==> config.mk <==
export PLATFORM = sky130hd
export DESIGN_NAME = boot_selector
export DESIGN_NICKNAME = d
export VERILOG_FILES = /design/src/rtl/boot_selector.sv
export SDC_FILE = /design/constraint.sdc
export NUM_CORES = 1
export LEC_CHECK = 0
export BUFFER_PORTS_ARGS = -buffer_cell sky130_fd_sc_hd__buf_2
export CORE_UTILIZATION = 25
export DETAILED_ROUTE_END_ITERATION = 6
export GPL_ROUTABILITY_DRIVEN = 0
export PLACE_DENSITY = 0.49
export SLEW_MARGIN = 40
export SYNTH_ARGS = -nofsm -noshare
export SYNTH_HDL_FRONTEND = slang
export SYNTH_SLANG_ARGS = --single-unit
==> constraint.sdc <==
create_clock -name clk -period 2.2 [get_ports clk]
set_clock_uncertainty 0.2 [all_clocks]
set_input_delay 0.22 -clock clk [delete_from_list [all_inputs] [get_ports clk]]
set_output_delay 0.22 -clock clk [all_outputs]
set_load 0.03 [all_outputs]
==> src/rtl/boot_selector.sv <==
// -----------------------------------------------------------------------------
// boot_selector
//
// Boot-image selection controller for the iCE40 stub bootloader. A released
// button at power-up boots DEFAULT_IMAGE. A held button enters select mode:
// each press advances the image (modulo N_IMAGES), and a period of released
// button commits the choice. The commit optionally requests a flash-lock
// handshake (fl_go / fl_rdy) and then raises a registered boot strobe for
// SB_WARMBOOT.
//
// Optional feature macro: BOOT_SEL_LONGPRESS_EN
//   When defined, holding the button for 2^LONG_LOG2 cycles in select mode
//   commits the current selection immediately.
//
// Ports:
//   clk        in   system clock
//   rst        in   synchronous active-high reset
//   btn_v      in   filtered button level, 1 = released
//   btn_f      in   one-cycle press strobe
//   fl_rdy     in   flash lock done (tie high when no lock is used)
//   fl_go      out  one-cycle flash-lock request (combinational)
//   boot_sel   out  selected image, S1:S0 of SB_WARMBOOT (registered)
//   boot_now   out  boot strobe to SB_WARMBOOT.BOOT (registered)
//   boot_pend  out  high while in BOOT (combinational LED override)
//   sel_mode   out  high in SEL or SEL_WAIT
//   skip_lock  out  sticky lock-bypass request (registered)
// -----------------------------------------------------------------------------
module boot_selector #(
    parameter int N_IMAGES      = 4,
    parameter int DEFAULT_IMAGE = 2,
    parameter int SEL_IMAGE     = 1,
    parameter int TIMEOUT_LOG2  = 23,
    parameter int REARM_LOG2    = 17,
    parameter int LONG_LOG2     = 24
) (
    input  logic       clk,
    input  logic       rst,
    input  logic       btn_v,
    input  logic       btn_f,
    input  logic       fl_rdy,
    output logic       fl_go,
    output logic [1:0] boot_sel,
    output logic       boot_now,
    output logic       boot_pend,
    output logic       sel_mode,
    output logic       skip_lock
);

    localparam int TW = TIMEOUT_LOG2 + 1;

    // Reject parameter sets the selection and timer logic cannot represent.
    if (N_IMAGES < 2 || N_IMAGES > 4 || LONG_LOG2 < 1 ||
        REARM_LOG2 >= TIMEOUT_LOG2) begin : g_param_check
        $error("boot_selector: illegal parameter combination");
    end

    typedef enum logic [2:0] {
        ST_START    = 3'd0,
        ST_WAIT_REL = 3'd1,
        ST_SEL      = 3'd2,
        ST_SEL_WAIT = 3'd3,
        ST_LOCK     = 3'd4,
        ST_BOOT     = 3'd5
    } state_t;

    state_t          state_r;
    state_t          next_state_s;
    state_t          commit_state_s;
    logic [TW-1:0]   timer_r;
    logic            tick_s;
    logic            long_hit_s;
    logic [1:0]      sel_inc_s;

`ifdef BOOT_SEL_LONGPRESS_EN
    localparam int LW = LONG_LOG2 + 1;
    logic [LW-1:0]   long_r;

    // Hold-length counter: runs only while the button is held in select mode.
    always_ff @(posedge clk) begin
        if (rst) begin
            long_r <= '0;
        end else if (btn_v) begin
            long_r <= '0;
        end else if (state_r == ST_SEL || state_r == ST_SEL_WAIT) begin
            long_r <= long_r + LW'(1);
        end else begin
            long_r <= '0;
        end
    end

    assign long_hit_s = long_r[LONG_LOG2];
`else
    assign long_hit_s = 1'b0;
`endif

    // Re-arm uses the short timer bit, every other state the commit timeout.
    assign tick_s = (state_r == ST_SEL_WAIT) ? timer_r[REARM_LOG2]
                                             : timer_r[TIMEOUT_LOG2];

    // A bypassed lock goes straight to BOOT on commit.
    assign commit_state_s = skip_lock ? ST_BOOT : ST_LOCK;

    // Selection increment with wrap at N_IMAGES.
    assign sel_inc_s = (boot_sel == 2'(N_IMAGES - 1)) ? 2'd0 : boot_sel + 2'd1;

    // Next-state decode; reset forces START so fl_go stays low during reset.
    always_comb begin
        next_state_s = state_r;
        if (rst) begin
            next_state_s = ST_START;
        end else begin
            case (state_r)
                ST_START: begin
                    if (btn_v) begin
                        next_state_s = ST_LOCK;
                    end else begin
                        next_state_s = ST_WAIT_REL;
                    end
                end
                ST_WAIT_REL: begin
                    if (btn_v) begin
                        next_state_s = ST_SEL_WAIT;
                    end else begin
                        next_state_s = ST_WAIT_REL;
                    end
                end
                ST_SEL: begin
                    // A press beats both the long-press and timeout commits.
                    if (btn_f) begin
                        next_state_s = ST_SEL_WAIT;
                    end else if (long_hit_s || tick_s) begin
                        next_state_s = commit_state_s;
                    end else begin
                        next_state_s = ST_SEL;
                    end
                end
                ST_SEL_WAIT: begin
                    if (long_hit_s) begin
                        next_state_s = commit_state_s;
                    end else if (tick_s) begin
                        next_state_s = ST_SEL;
                    end else begin
                        next_state_s = ST_SEL_WAIT;
                    end
                end
                ST_LOCK: begin
                    if (fl_rdy) begin
                        next_state_s = ST_BOOT;
                    end else begin
                        next_state_s = ST_LOCK;
                    end
                end
                ST_BOOT: begin
                    next_state_s = ST_BOOT;
                end
                default: begin
                    next_state_s = ST_START;
                end
            endcase
        end
    end

    // Controller state, timer, selection and sticky/strobe outputs.
    always_ff @(posedge clk) begin
        if (rst) begin
            state_r   <= ST_START;
            timer_r   <= '0;
            boot_sel  <= 2'(DEFAULT_IMAGE);
            skip_lock <= 1'b0;
            boot_now  <= 1'b0;
        end else begin
            state_r <= next_state_s;

            // The timer only measures continuous released-button time.
            if (!btn_v || tick_s) begin
                timer_r <= '0;
            end else begin
                timer_r <= timer_r + TW'(1);
            end

            if (state_r == ST_WAIT_REL) begin
                boot_sel <= 2'(SEL_IMAGE);
            end else if (state_r == ST_SEL && btn_f) begin
                boot_sel <= sel_inc_s;
            end else begin
                boot_sel <= boot_sel;
            end

            // Pressing while image 0 is shown requests the lock bypass.
            if (state_r == ST_SEL && btn_f && boot_sel == 2'd0) begin
                skip_lock <= 1'b1;
            end else begin
                skip_lock <= skip_lock;
            end

            boot_now <= boot_pend;
        end
    end

    assign fl_go     = (state_r != ST_LOCK) && (next_state_s == ST_LOCK);
    assign boot_pend = (state_r == ST_BOOT);
    assign sel_mode  = (state_r == ST_SEL) || (state_r == ST_SEL_WAIT);

endmodule

==> flow_summary.ini, run 1 <==
[global_routing]
grt_pass1_vias = 1085
grt_overflow = 0
gr-usage-met1_pct = 13.56
use_met3_pct = 3.488
grt-busiest-layer = met2
grt_max_degree = 25
antenna_found_initial = 0
grt_pass1_wl_um = 4885
gr-usage-met2_pct = 14.65
grt_usage_pct = 10.30

[cts]
clk_pin_slew_ns = 0.07
clock-root-buffer = clkbuf_8
cts_tree = yes
cts_inserted_buffers = 5
clock_latency_ns = 0.28
cts_max_path_buffers = 2
htree_levels = 2
cts.sinks = 31

[drt]
wl_per_cell_um = 10.25
routed_wl_um = 2787
num_vias = 1241
drc_errors = 0
drt_iter0_markers = 28
final_antenna_net_count = 0
detail_route.first_pass.iterations = 4
viasPerCell = 4.563

[worst_hold_path]
holdPathStages = 4
hold_path_class = in2reg

[run_status]
status = finished clean

[timing]
hold_violations = 0
setup_viol = 0
finalCritPeriodShare_pct = 95.24
max_freq_mhz = 477.2
layout_setup_ws_ns = 0.1047
slew_violations = 0
period_minus_slack_ns = 2.095
tightest_slew_ns = 0.3618
slew_headroom_pct = 75.85

[worst_setup_path]
cp_slowest_cell = or4_4
cp_max_fo = 6
crit_chain = nand4_1, or4_4, or4_1, a21oi_1
cp.depth = 4
max_stage_delay_ns = 0.58
worstSetupPathType = reg2reg
worstPathArrival_ns = 2.11
worstRegToRegCells = 4
crit_path_end_kind = flop
cp_num_buf_inv = 0
crit_required_ns = 2.22
critPathLaunchType = flop
path_delay_family = simple AND/OR/NAND/NOR gates

[pwr]
power_density_mw_per_mm2 = 658.6
finalPower_mw = 1.198
leakagePower_nw = 0.6302
ir_drop_uv = 200.5

[layout]
final_common_cell = dfxtp_1
n_fill_cell = 600
layout-drive-gt1-share_pct = 21.00
final_cell_mix = 30 x dfxtp_1, 23 x nor2_1, 16 x a21oi_1, 15 x buf_4
n_antenna_cell = 0
fin_nets = 207
area_delta_synth_final_pct = 24.81

[yosys]
synth_mux_area_share_pct = 0.6867
synth_compound_area_share_pct = 12.19
synthXorXnorAreaFrac_pct = 7.811
ys_seq_elements = 31
synth_top_area_share_pct = 42.58
synth_top_family_by_area = simple AND/OR/NAND/NOR gates
synth_area_leader_cell = dfxtp_1
yosys.area_share.simple_pct = 29.96
synth_fa_ha_area_share_pct = 2.575
yosys_most_used_dff = dfxtp_1
ys_async_sr_fraction_pct = 0
netlist_top_cells_area = dfxtp_1 43%, xnor2_1 6.6%, nor2_1 5.9%, a21oi_1 5.5%, or4_1 3.1%
synth_warnings = 0
syn_nets = 180
synth.yosys.seq_area_share_pct = 42.58
synth_area_mm2 = 0.001458
syn_inst = 172
synth-edff-count = 0
ys_types = 35
synth.avg_cell_area_um2 = 8.475

[floorplan]
die_w_um = 78.36
start_util_pct = 26.15
dieArea_mm2 = 0.006140
io_pins = 12
die-height_um = 78.36
coreArea_mm2 = 0.005574
fp-row-count = 27

[flow_run]
maxCapViolCount = 0

[place]
post-place-ws_ns = 0.07660
numPortBuffers = 11
hpwlAfterDp_um = 1978
## cells in the mapped netlist (4+ instances only)
library cell / n
dfxtp_1: 31
nor2_1: 23
a21oi_1: 16
xnor2_1: 11
inv_1: 9
nand2_1: 9
clkbuf_1: 6
nand3_1: 6
or4_1: 6
or3_1: 5
nor2b_1: 4
nor3_1: 4
nor4_1: 4
o31ai_1: 4
## per-layer routing
| layer | vias up | routed length (µm) |
|---|---|---|
| met1 | 566 | 1414 |
| met4 | 0 | 62 |
| met3 | 7 | 94 |
| met5 | - | 0 |
| li1 | 654 | - |
| met2 | 14 | 1215 |
## logic make-up after synthesis
| logic type | Yosys count |
|---|---|
| simple gates | 78 |
| flops | 31 |
| buf+inv | 16 |
| mux | 1 |
| xor+xnor | 13 |
| compound gates | 30 |
| fa+ha+maj | 3 |
## tightest hold or removal path, stage by stage
cell	delay, ns
buf_2	0.11
nor3b_2	0.05
nand2_1	0.06
a21oi_1	0.06
## registers in the layout, indices dropped and copies added (netlist names)
name / cells
boot_sel: 2
timer_r: 24
skip_lock: 1
state_r: 3
boot_now: 1
## area by class of cell
class / count / area [µm²] / area share (%)
multi-input cells: 125 / 795.8 / 43.74
flip-flops and latches: 31 / 621.8 / 34.18
repair buffers: 27 / 177.7 / 9.766
clock buffers: 8 / 100.1 / 5.502
well taps: 72 / 90.09 / 4.952
inverters: 9 / 33.78 / 1.857
## per-stage QoR
stage | std cells | utilization [%] | hold slack (ns) | TNS (ns) | area (µm²)
after global routing | 272 | 32.64 | 0.09398 | -0.001325 | 1819
after CTS | 271 | 32.26 | 0.06066 | 0 | 1798
after floorplan | 172 | - | 0.09161 | 0 | 1465
final | 272 | 32.64 | 0.06844 | 0 | 1819
after global placement | 262 | 30.28 | 0.2396 | 0 | 1688
after detailed placement | 262 | 30.28 | 0.2559 | 0 | 1688
## final timing paths
path	startpoint	to	slack (ns)
setup / recovery	timer_r[9]$_SDFF_PP0_	timer_r[19]$_SDFF_PP0_	0.10
hold reg to reg	timer_r[0]$_SDFF_PP0_	timer_r[0]$_SDFF_PP0_	0.26
hold / removal	btn_f	state_r[2]$_SDFF_PP0_	0.07
setup reg to reg	timer_r[9]$_SDFF_PP0_	timer_r[19]$_SDFF_PP0_	0.10
## repair_timing
action | 4_1_cts | 5_1_grt
buffers inserted | 0 | 1
setup endpoints to repair | 0 | 6
resized for setup | 0 | 4
endpoints found under the hold margin | 1 | 0
hold buffers | 1 | 0
## power breakdown
group	internal [mW]	leakage [nW]	switching [mW]	total, mW
logic	0.0452	0.327	0.0621	0.107
clock network	0.285	0.0515	0.206	0.491
registers	0.576	0.252	0.0229	0.599
total	0.907	0.630	0.291	1.20
No activity file was read; power rests on OpenSTA's default activity.
==> run 2, diff against run 1 <==
Settings changed: REMOVE_ABC_BUFFERS set to 1.
==> flow_summary.ini, run 2 (same netlist as run 1, synthesis figures left out) <==
[worst_setup_path]
worstSetupPathType = reg2reg
cp_max_fo = 5
critPathLaunchType = flop
r2r_slack_ns = 0.13
crit_path_end_kind = flop
worstPathArrival_ns = 2.09
setup.worst_path.start = timer_r[8]$_SDFF_PP0_
r2r_end = timer_r[19]$_SDFF_PP0_
worstRegToRegCells = 4
timing.rr.start = timer_r[8]$_SDFF_PP0_
crit_required_ns = 2.22

[worst_hold_path]
hold_path.startpoint = btn_f
hold_path_class = in2reg
holdPathStages = 4
whs_endpoint = state_r[2]$_SDFF_PP0_

[drt]
detail_route.first_pass.iterations = 4
routed_wl_um = 2898
final_antenna_net_count = 0
drt_iter0_markers = 51
viasPerCell = 4.502
num_vias = 1220
drc_errors = 0
wl_per_cell_um = 10.69

[global_routing]
antenna_found_initial = 0
grt_max_degree = 25
grt_pass1_wl_um = 5306
grt_usage_pct = 11.09
grt_overflow = 0
grt_pass1_vias = 1172

[timing]
slew_violations = 0
period_minus_slack_ns = 2.067
hold_violations = 0
max_freq_mhz = 483.7
rsz0062_at_grt = yes
slew_headroom_pct = 77.81
tightest_slew_ns = 0.3297
finalCritPeriodShare_pct = 93.97
setup_viol = 0

[pwr]
leakagePower_nw = 0.6253
power_density_mw_per_mm2 = 648.1
ir_drop_uv = 261.3

[cts]
clock_latency_ns = 0.28
htree_levels = 2
cts_tree = yes
cts.sinks = 31
clock-root-buffer = clkbuf_8
clk_pin_slew_ns = 0.07
cts_max_path_buffers = 2
cts_inserted_buffers = 5

[floorplan]
fp-row-count = 27
die_w_um = 78.36
coreArea_mm2 = 0.005574
dieArea_mm2 = 0.006140
io_pins = 12
die-height_um = 78.36
start_util_pct = 26.15

[layout]
fin_nets = 207
final_cells = 271
largest_register = timer_r
n_antenna_cell = 0
layout-drive-gt1-share_pct = 21.11
reg_top3 = timer_r: 24 flops, state_r: 3 flops, boot_sel: 2 flops
fin_area_mm2 = 0.001803
final_cell_mix = 29 x dfxtp_1, 23 x nor2_1, 16 x a21oi_1, 15 x buf_4
area_delta_synth_final_pct = 23.69
largest_register_ffs = 24
final_common_cell = dfxtp_1

[place]
place_area_mm2 = 0.001680
numPortBuffers = 11
dp.cells = 262
hpwlAfterDp_um = 1998

[flow_run]
maxCapViolCount = 0

[run_status]
status = finished clean
run 2: metrics by stage:
stage               hold WS (ns)   TNS, ns  total power, mW  setup slack [ns]  utilization [%]
finish                   0.06617         0            1.169            0.1326            32.35
global route             0.08107  -0.01182            1.243         -0.006916            32.35
global placement          0.2809         0           0.7206            0.1173            30.15
CTS                      0.06532         0            1.188           0.05239            31.90
detailed placement        0.2839         0           0.7208           0.07933            30.15
floorplan                0.09161   -0.2092           0.6831           -0.2092                -
run 2: critical path, cell delays in order (launching register included):
cell and delay (ns):
dfxtp_1 0.38, nand4_1 0.21, or4_4 0.56, or4_1 0.51, a21oi_1 0.15
run 2: routing by layer:
layer,global-route usage (%),up-vias,share of wire (%)
li1,-,652,-
met1,14.15,547,52
met2,16.75,15,43
met3,4.535,6,4.2
met4,3.889,0,1.7
met5,0,-,0
run 2: worst max-delay path by stage:
stage	end	slack (ns)	cells past startpoint
detailed placement	timer_r[19]$_SDFF_PP0_	0.08	4
global placement	timer_r[22]$_SDFF_PP0_	0.12	5
finish	timer_r[19]$_SDFF_PP0_	0.13	4
global route	fl_go	-0.007	5
CTS	timer_r[19]$_SDFF_PP0_	0.05	4
floorplan	fl_go	-0.21	4
run 2: what timing repair did:
item                       in CTS  in global routing
buffers inserted                0                  1
hold buffers                    1                  0
hold endpoints to repair        1                  0
resized for setup               0                  6
setup endpoints to repair       0                  7
run 2: layout make-up:
cell class	instances	area [µm²]
well taps	72	90.09
inverters	9	33.78
repair buffers	27	177.7
clock inverters	1	5.005
fillers	616	3771
flip-flops and latches	31	623.1
clock buffers	6	82.58
multi-input cells	125	790.8
run 2: power breakdown:
group | internal [mW] | total (mW) | switching, mW
logic | 0.0477 | 0.112 | 0.0643
registers | 0.577 | 0.599 | 0.0223
clock network | 0.245 | 0.457 | 0.212
total | 0.870 | 1.17 | 0.299
==> run 3, diff against run 2 <==
Settings changed: CTS_BUF_LIST set to sky130_fd_sc_hd__clkbuf_8, HOLD_SLACK_MARGIN set to 0.15, MAX_ROUTING_LAYER set to met4.
==> flow_summary.ini, run 3 (same netlist as run 1, synthesis figures left out) <==
[run_status]
status = finished clean

[floorplan]
start_util_pct = 26.15
die_w_um = 78.36
io_pins = 12
fp-row-count = 27
dieArea_mm2 = 0.006140
coreArea_mm2 = 0.005574
die-height_um = 78.36

[cts]
cts_tree = yes
cts.sinks = 31
clk_pin_slew_ns = 0.07
htree_levels = 2
cts_max_path_buffers = 2
clock-root-buffer = clkbuf_8
clock_latency_ns = 0.28
cts_inserted_buffers = 5

[worst_setup_path]
r2r_slack_ns = 0.13
timing.rr.start = timer_r[8]$_SDFF_PP0_
cp_max_fo = 5
worstRegToRegCells = 5
crit_required_ns = 2.21
worstSetupPathType = reg2reg
critPathLaunchType = flop
worstPathArrival_ns = 2.08
crit_path_end_kind = flop
r2r_end = timer_r[17]$_SDFF_PP0_

[pwr]
finalPower_mw = 1.173
switching_share_pct = 25.60
power_density_mw_per_mm2 = 642.8
p_seq_share_pct = 50.9
leakagePower_nw = 0.6360
clockPowerShare_pct = 39.0
ir_drop_uv = 261.5
pwr-share-comb_pct = 10.1
p_int_uw = 873.0
netSwitchingPower_uw = 300.5

[layout]
fin_nets = 209
largest_register_ffs = 24
fin_area_mm2 = 0.001826
n_fill_cell = 613
final_cells = 273
area_delta_synth_final_pct = 25.24
n_antenna_cell = 0
reg_top3 = timer_r: 24 flops, state_r: 3 flops, boot_sel: 2 flops
final_cell_mix = 31 x dfxtp_1, 23 x nor2_1, 16 x a21oi_1, 16 x buf_4, 11 x xnor2_1
finish.utilization_pct = 32.75
final_common_cell = dfxtp_1
largest_register = timer_r
multiInputGateArea_um2 = 793.3
layout-drive-gt1-share_pct = 19.90
seq_area_um2 = 620.6

[timing]
max_freq_mhz = 483.4
setup_tns_ns = 0
tightest_slew_ns = 0.3560
finalCritPeriodShare_pct = 94.03
hold_violations = 0
slew_headroom_pct = 76.24
rsz0062_at_grt = yes
slew_violations = 0
hold_ws_ns = 0.1552
setup_viol = 0
layout_setup_ws_ns = 0.1313
period_minus_slack_ns = 2.069

[global_routing]
grt_max_degree = 25
antenna_found_initial = 0
grt_pass1_wl_um = 5354
grt_usage_pct = 11.48
grt_pass1_vias = 1185
grt_overflow = 0

[drt]
drc_errors = 0
viasPerCell = 4.575
detail_route.first_pass.iterations = 4
wl_per_cell_um = 10.71
num_vias = 1249
drt_iter0_markers = 51
routed_wl_um = 2924
final_antenna_net_count = 0

[place]
numPortBuffers = 11
dp.cells = 262
place_area_mm2 = 0.001680
hpwlAfterDp_um = 1998
post-place-ws_ns = 0.07933

[worst_hold_path]
hold_path.startpoint = btn_f
whs_endpoint = state_r[1]$_SDFF_PP0_
holdPathStages = 3
hold_path_class = in2reg

[flow_run]
maxCapViolCount = 0
-- run 3: timing repair --
item                                    in CTS  in global routing
buffers inserted                             0                  1
endpoints found under the hold margin        7                  0
hold buffers                                 3                  0
endpoints found under the setup margin       0                  7
gates resized for setup                      0                  5
-- run 3: how the worst max path moves through the flow --
stage,from,end,cells after the start
2_1_floorplan,state_r[1]$_SDFF_PP0_,fl_go,4
3_3_place_gp,timer_r[1]$_SDFF_PP0_,timer_r[22]$_SDFF_PP0_,5
3_5_place_dp,timer_r[8]$_SDFF_PP0_,timer_r[19]$_SDFF_PP0_,4
4_1_cts,timer_r[8]$_SDFF_PP0_,timer_r[19]$_SDFF_PP0_,4
5_1_grt,state_r[0]$_SDFF_PP0_,fl_go,5
6_report,timer_r[8]$_SDFF_PP0_,timer_r[17]$_SDFF_PP0_,5
-- run 3: worst max-delay path: stages (launching register included) --
cell	delay (ns)
dfxtp_1	0.38
nand4_1	0.21
or4_4	0.56
buf_4	0.17
or3_1	0.34
a21oi_1	0.14
-- run 3: area by class of cell --
type	instances	share of cell area [%]
Clock buffer	6	4.524
Clock inverter	1	0.2742
Inverter	9	1.851
Multi-Input combinational cell	125	43.45
Sequential cell	31	34.00
Tap cell	72	4.935
Timing Repair Buffer	29	10.97
-- run 3: per-layer routing --
layer  track usage, %  vias up  share of wire, %
li1                 -      657                 -
met1            14.30      569                50
met2            16.84       17                44
met3            4.535        6               4.3
met4            3.889        0               1.7
met5                -        -                 0
-- run 3: power groups by stage --
stage / combinational (mW) / sequential, mW / clock (mW)
floorplan: 0.0640 / 0.619 / 0
global placement: 0.110 / 0.610 / 0
detailed placement: 0.111 / 0.610 / 0
CTS: 0.116 / 0.597 / 0.478
global route: 0.134 / 0.602 / 0.512
finish: 0.118 / 0.598 / 0.458
